$ cat src/rtl/instruction_fetch_if.sv
// instruction_fetch_if
//   Bundles the two buses of the fetch unit:
//   - instruction memory read port: Mem_Req/Mem_Addr out, Mem_Ack/Mem_Rdata in
//   - downstream instruction handshake: Op_Code/Operand/Instr_Valid out,
//     Instr_Ready/Branch_Taken/Branch_Target in
//   modport master : the fetch unit side
//   modport slave  : the memory + decoder side (testbench or system)
interface instruction_fetch_if #(
    parameter int ADDR_W = 12
);
    logic              Mem_Req;
    logic [ADDR_W-1:0] Mem_Addr;
    logic              Mem_Ack;
    logic [15:0]       Mem_Rdata;
    logic [3:0]        Op_Code;
    logic [ADDR_W-1:0] Operand;
    logic              Instr_Valid;
    logic              Instr_Ready;
    logic              Branch_Taken;
    logic [ADDR_W-1:0] Branch_Target;

    modport master (
        output Mem_Req, Mem_Addr, Op_Code, Operand, Instr_Valid,
        input  Mem_Ack, Mem_Rdata, Instr_Ready, Branch_Taken, Branch_Target
    );

    modport slave (
        input  Mem_Req, Mem_Addr, Op_Code, Operand, Instr_Valid,
        output Mem_Ack, Mem_Rdata, Instr_Ready, Branch_Taken, Branch_Target
    );
endinterface

$ cat src/rtl/instruction_fetch.sv
// instruction_fetch
//   Fetches 16-bit instruction words from instruction memory, splits them into
//   opcode [15:12] and operand [11:0], and hands them downstream with a
//   valid/ready handshake. Supports branch redirect on acceptance, a HALT
//   opcode (4'hF) with Resume, and a memory-ack timeout that latches a sticky
//   error and parks the unit in HALT.
// Ports
//   Clk        : clock, all state changes on the rising edge
//   Rst_n      : synchronous active-low reset
//   bus        : instruction_fetch_if.master (memory read port + instruction
//                handshake)
//   Resume     : pulse, leaves HALT (ignored once Fetch_Err is set)
//   Halted     : unit is in HALT
//   Fetch_Err  : sticky memory-timeout flag, cleared only by reset
// All outputs come straight from flops.
module instruction_fetch #(
    parameter int              ADDR_W     = 12,
    parameter logic [ADDR_W-1:0] START_ADDR = 12'h000,
    parameter int              TIMEOUT    = 15
) (
    input  logic                 Clk,
    input  logic                 Rst_n,
    instruction_fetch_if.master  bus,
    input  logic                 Resume,
    output logic                 Halted,
    output logic                 Fetch_Err
);
    localparam int WAIT_W = $clog2(TIMEOUT + 1);

    typedef enum logic [1:0] {
        IDLE  = 2'd0,
        FETCH = 2'd1,
        HOLD  = 2'd2,
        HALT  = 2'd3
    } state_t;

    state_t              state_q, state_d;
    logic [ADDR_W-1:0]   pc_q, pc_d;
    logic [3:0]          op_code_q, op_code_d;
    logic [ADDR_W-1:0]   operand_q, operand_d;
    logic                mem_req_q, mem_req_d;
    logic                instr_valid_q, instr_valid_d;
    logic                halted_q, halted_d;
    logic                fetch_err_q, fetch_err_d;
    logic [WAIT_W-1:0]   wait_q, wait_d;
    logic [WAIT_W-1:0]   wait_inc;

    assign wait_inc = wait_q + WAIT_W'(1);

    always_comb begin
        state_d     = state_q;
        pc_d        = pc_q;
        op_code_d   = op_code_q;
        operand_d   = operand_q;
        fetch_err_d = fetch_err_q;
        wait_d      = wait_q;

        case (state_q)
            IDLE: begin
                // Any Mem_Ack seen here is stale and is simply not looked at.
                state_d = FETCH;
                wait_d  = '0;
            end
            FETCH: begin
                // Ack wins over timeout when both happen in the same cycle.
                if (bus.Mem_Ack) begin
                    op_code_d = bus.Mem_Rdata[15:12];
                    operand_d = ADDR_W'(bus.Mem_Rdata[11:0]);
                    state_d   = HOLD;
                end else if (wait_inc == WAIT_W'(TIMEOUT)) begin
                    wait_d      = wait_inc;
                    fetch_err_d = 1'b1;
                    state_d     = HALT;
                end else begin
                    wait_d = wait_inc;
                end
            end
            HOLD: begin
                if (bus.Instr_Ready) begin
                    if (op_code_q == 4'hF) begin
                        // HALT opcode: PC stays on the halt instruction.
                        state_d = HALT;
                    end else begin
                        pc_d    = bus.Branch_Taken ? bus.Branch_Target
                                                   : pc_q + ADDR_W'(1);
                        state_d = FETCH;
                        wait_d  = '0;
                    end
                end
            end
            HALT: begin
                if (Resume && !fetch_err_q) begin
                    pc_d    = pc_q + ADDR_W'(1);
                    state_d = FETCH;
                    wait_d  = '0;
                end
            end
            default: state_d = IDLE;
        endcase

        // Outputs are decoded from the next state so they are registered yet
        // line up with the state they describe.
        mem_req_d     = (state_d == FETCH);
        instr_valid_d = (state_d == HOLD);
        halted_d      = (state_d == HALT);
    end

    always_ff @(posedge Clk) begin
        if (!Rst_n) begin
            state_q       <= IDLE;
            pc_q          <= START_ADDR;
            op_code_q     <= '0;
            operand_q     <= '0;
            mem_req_q     <= 1'b0;
            instr_valid_q <= 1'b0;
            halted_q      <= 1'b0;
            fetch_err_q   <= 1'b0;
            wait_q        <= '0;
        end else begin
            state_q       <= state_d;
            pc_q          <= pc_d;
            op_code_q     <= op_code_d;
            operand_q     <= operand_d;
            mem_req_q     <= mem_req_d;
            instr_valid_q <= instr_valid_d;
            halted_q      <= halted_d;
            fetch_err_q   <= fetch_err_d;
            wait_q        <= wait_d;
        end
    end

    assign bus.Mem_Req     = mem_req_q;
    assign bus.Mem_Addr    = pc_q;
    assign bus.Op_Code     = op_code_q;
    assign bus.Operand     = operand_q;
    assign bus.Instr_Valid = instr_valid_q;
    assign Halted          = halted_q;
    assign Fetch_Err       = fetch_err_q;
endmodule

$ cat src/flat_wrapper.sv
// flat-port wrapper written by rule: the top's interface ports become plain ports
module instruction_fetch_flat 
#(
    parameter int              ADDR_W     = 12,
    parameter logic [ADDR_W-1:0] START_ADDR = 12'h000,
    parameter int              TIMEOUT    = 15
)
  (Clk, Rst_n, Resume, Halted, Fetch_Err, bus_Mem_Req, bus_Mem_Addr, bus_Op_Code, bus_Operand, bus_Instr_Valid, bus_Mem_Ack, bus_Mem_Rdata, bus_Instr_Ready, bus_Branch_Taken, bus_Branch_Target);
  instruction_fetch_if #(.ADDR_W(ADDR_W)) bus_i ();
  input  logic Clk;
  input  logic Rst_n;
  input  logic Resume;
  output logic Halted;
  output logic Fetch_Err;
  output wire logic [$bits(bus_i.Mem_Req)-1:0] bus_Mem_Req;
  output wire logic [$bits(bus_i.Mem_Addr)-1:0] bus_Mem_Addr;
  output wire logic [$bits(bus_i.Op_Code)-1:0] bus_Op_Code;
  output wire logic [$bits(bus_i.Operand)-1:0] bus_Operand;
  output wire logic [$bits(bus_i.Instr_Valid)-1:0] bus_Instr_Valid;
  input wire logic [$bits(bus_i.Mem_Ack)-1:0] bus_Mem_Ack;
  input wire logic [$bits(bus_i.Mem_Rdata)-1:0] bus_Mem_Rdata;
  input wire logic [$bits(bus_i.Instr_Ready)-1:0] bus_Instr_Ready;
  input wire logic [$bits(bus_i.Branch_Taken)-1:0] bus_Branch_Taken;
  input wire logic [$bits(bus_i.Branch_Target)-1:0] bus_Branch_Target;
  assign bus_Mem_Req = bus_i.Mem_Req;
  assign bus_Mem_Addr = bus_i.Mem_Addr;
  assign bus_Op_Code = bus_i.Op_Code;
  assign bus_Operand = bus_i.Operand;
  assign bus_Instr_Valid = bus_i.Instr_Valid;
  assign bus_i.Mem_Ack = bus_Mem_Ack;
  assign bus_i.Mem_Rdata = bus_Mem_Rdata;
  assign bus_i.Instr_Ready = bus_Instr_Ready;
  assign bus_i.Branch_Taken = bus_Branch_Taken;
  assign bus_i.Branch_Target = bus_Branch_Target;
  instruction_fetch #(.ADDR_W(ADDR_W), .START_ADDR(START_ADDR), .TIMEOUT(TIMEOUT)) u_core (.Clk(Clk), .Rst_n(Rst_n), .bus(bus_i), .Resume(Resume), .Halted(Halted), .Fetch_Err(Fetch_Err));
endmodule
$ cat config.mk
export PLATFORM = sky130hd
export DESIGN_NAME = instruction_fetch_flat
export DESIGN_NICKNAME = d
export VERILOG_FILES = /design/src/rtl/instruction_fetch_if.sv /design/src/rtl/instruction_fetch.sv /design/src/flat_wrapper.sv
export SDC_FILE = /design/constraint.sdc
export NUM_CORES = 1
export LEC_CHECK = 0
export CORE_AREA = 10 10 79 81
export DETAILED_ROUTE_END_ITERATION = 8
export DIE_AREA = 0 0 89 91
export PLACE_DENSITY_LB_ADDON = 0.08
export SYNTH_ARGS = -nofsm -noshare
export SYNTH_HDL_FRONTEND = slang
export SYNTH_SLANG_ARGS = --single-unit
$ cat constraint.sdc
create_clock -name Clk -period 4.1 [get_ports Clk]
set_input_delay 1.025 -clock Clk [delete_from_list [all_inputs] [get_ports Clk]]
set_output_delay 1.025 -clock Clk [all_outputs]
set_load 0.02 [all_outputs]
==> metrics.cfg <==
[pwr]
vdd_drop_max_mv = 0.215
p_per_area_nw_per_um2 = 325
power.leakage_nw = 0.901
finalPower_mw = 0.835

[clock_tree]
cts_tree = yes
root_buffer = clkbuf_8
cts_sinks = 38
h-tree-depth = 2
clock_path_buffers = 2
clkLatencyLatePin_ns = 0.29
postCtsSetupBuffers = 0
cts_resized = 0
path_clk_slew_ns = 0.08
holdBufCountCts = 0
cts_buffers = 5

[logic_synthesis]
synthMuxAreaShare_pct = 0
synth_edf_count = 0
synth_area_leaders = dfxtp_1 (42%), nand2_1 (12%), a21oi_1 (8.6%)
yosys.area_share.simple_pct = 27.0
synth.yosys.warnings = 0
ys_seq_elements = 38
yosys.area_share.adder_pct = 2.08
synth_most_common_cell = nand2_1
yosysTopAreaCell = dfxtp_1
synth_commonest_cells = nand2_1 (57), dfxtp_1 (38), a21oi_1 (31)
synthCells = 229
synth.avg_cell_area_um2 = 7.89
seq_area_frac_synth_pct = 42.1
netlist_area_um2 = 1810
synth_top_family_by_area = simple AND/OR/NAND/NOR gates
synth_compound_area_share_pct = 24.0
synthXorXnorAreaFrac_pct = 0
syn-num-nets = 266
synth_ff_type = dfxtp_1
yosysTopAreaCellShare_pct = 42.1
synth.distinct_cells = 41
async_flop_share_pct = 0

[global_routing]
grt_use_total_pct = 12.9
gr-total-overflow = 0
grt_pass1_vias = 1699
grt_pass1_wl_mm = 8.42
antenna_found_initial = 0
grt_max_degree = 31

[min_path]
min_path_type = reg2reg

[drt]
first_iter_violations = 74
wirelength_mm = 5.15
ant_nets = 0
num_vias = 1812
first_pass_iters = 4
route.detailed.drc = 0
avgRoutedWirePerCell_um = 15.0
vias_per_cell = 5.28

[timing]
rsz0062_at_grt = false
final-setup-viol-count = 0
fin_skew_ns = 0.00582
finalHoldViolations = 0
finalMaxSlewViolations = 0
post-route-min-period_ns = 2.94
worst_hold_slack_ns = 0.454
layout_setup_ws_ns = 1.16
max_freq_mhz = 340
period_share_pct = 71.8
worst_pin_slew_ns = 0.968
setup_tns_ns = 0
relSlewSlack_pct = 35.4

[place]
gp_congestion = 0.780
portBuffers = 65
hpwl_mm = 3.76
dp_slack_ns = 0.844

[floorplanning]
chipHeight_um = 91
num_rows = 25
fp.dieW_um = 89
ios = 66
core_area_um2 = 4660
start_util_pct = 38.8
fp.dieArea_um2 = 8100

[layout]
flow.area_growth_from_synthesis_pct = 42.3
regArea_um2 = 761
nets = 325
diodes = 0
n_fill_cell = 455
multi_input_area_um2 = 960
drive_gt1_share_pct = 5.54

[worst_setup_path]
path_max_fanout = 19
required_ns = 4.31
end_kind = flip-flop
crit_type = in2reg
startpoint_type = primary input
worstPathArrival_ns = 3.16

[run]
cap_viol_max_count = 0

[status]
status = finished, final reports clean

-- power breakdown --
group	internal, mW	total [mW]	switching (mW)
Sequential	0.383	0.395	0.0125
Combinational	0.0675	0.134	0.0662
Clock	0.170	0.306	0.136
-- layout make-up --
type | instances | share of cell area (%)
Inverter | 4 | 0.584
Timing Repair Buffer | 66 | 25.6
Tap cell | 54 | 2.63
Clock buffer | 8 | 4.28
Sequential cell | 38 | 29.6
Multi-Input combinational cell | 173 | 37.3
-- stage by stage --
step	area, um2	util [%]	cells
after global routing	2570	55.2	343
final	2570	55.2	343
after CTS	2570	55.2	343
after floorplan	1810	-	229
after detailed placement	2460	52.8	335
after global placement	2460	52.8	335
-- path summary, 6_finish.rpt --
kind                         startpoint                endpoint  slack [ns]  depth (start not counted)
hold / removal    u_core.bus.Operand[4]   u_core.bus.Operand[4]        0.45                          2
hold reg to reg   u_core.bus.Operand[4]   u_core.bus.Operand[4]        0.45                          2
setup / recovery            bus_Mem_Ack  u_core.bus.Mem_Addr[0]        1.16                          6
setup reg to reg      u_core.state_q[1]  u_core.bus.Mem_Addr[0]        1.70                          5
-- cell usage in the layout, fill, tap and decap left out, drive strengths merged, types with 4 or more instances in the layout --
master and n:
o21ai 8, clkbuf 8, nand2 57, dfxtp 38, clkdlybuf4s50 65, a21oi 31
nand3 10, nor2 16, nor2b 4, inv 4, a31oi 4
-- cell families after synthesis --
kind of cell / Yosys count
flip-flops: 38
adder cells (fa/ha/maj): 3
AO/OA/AOI/OAI: 65
buffers and inverters: 18
AND/OR/NAND/NOR: 105
-- layer usage --
layer	wire [um]	share of wire, %	track usage (%)
met2	2380	46	19.5
met1	2120	41	14.9
met3	635	12	7.86
met4	19	0.37	3.98
met5	0	0	0
-- sequential cells by signal, indices dropped and copies added, names as in the netlist --
| name | flops |
|---|---|
| u_core.Fetch_Err | 1 |
| u_core.bus.Mem_Req | 1 |
| u_core.state_q | 2 |
| u_core.wait_q | 4 |
| u_core.bus.Instr_Valid | 1 |
| u_core.bus.Mem_Addr | 12 |
| u_core.Halted | 1 |
| u_core.bus.Op_Code | 4 |
| u_core.bus.Operand | 12 |
-- critical path: stages --
cell and delay, ns:
clkdlybuf4s50_1 0.45, and3b_1 0.40, a311oi_4 0.44, nand3_4 0.26, or3_1 0.42, a31oi_1 0.15
No activity file was read; power rests on OpenSTA's default activity.
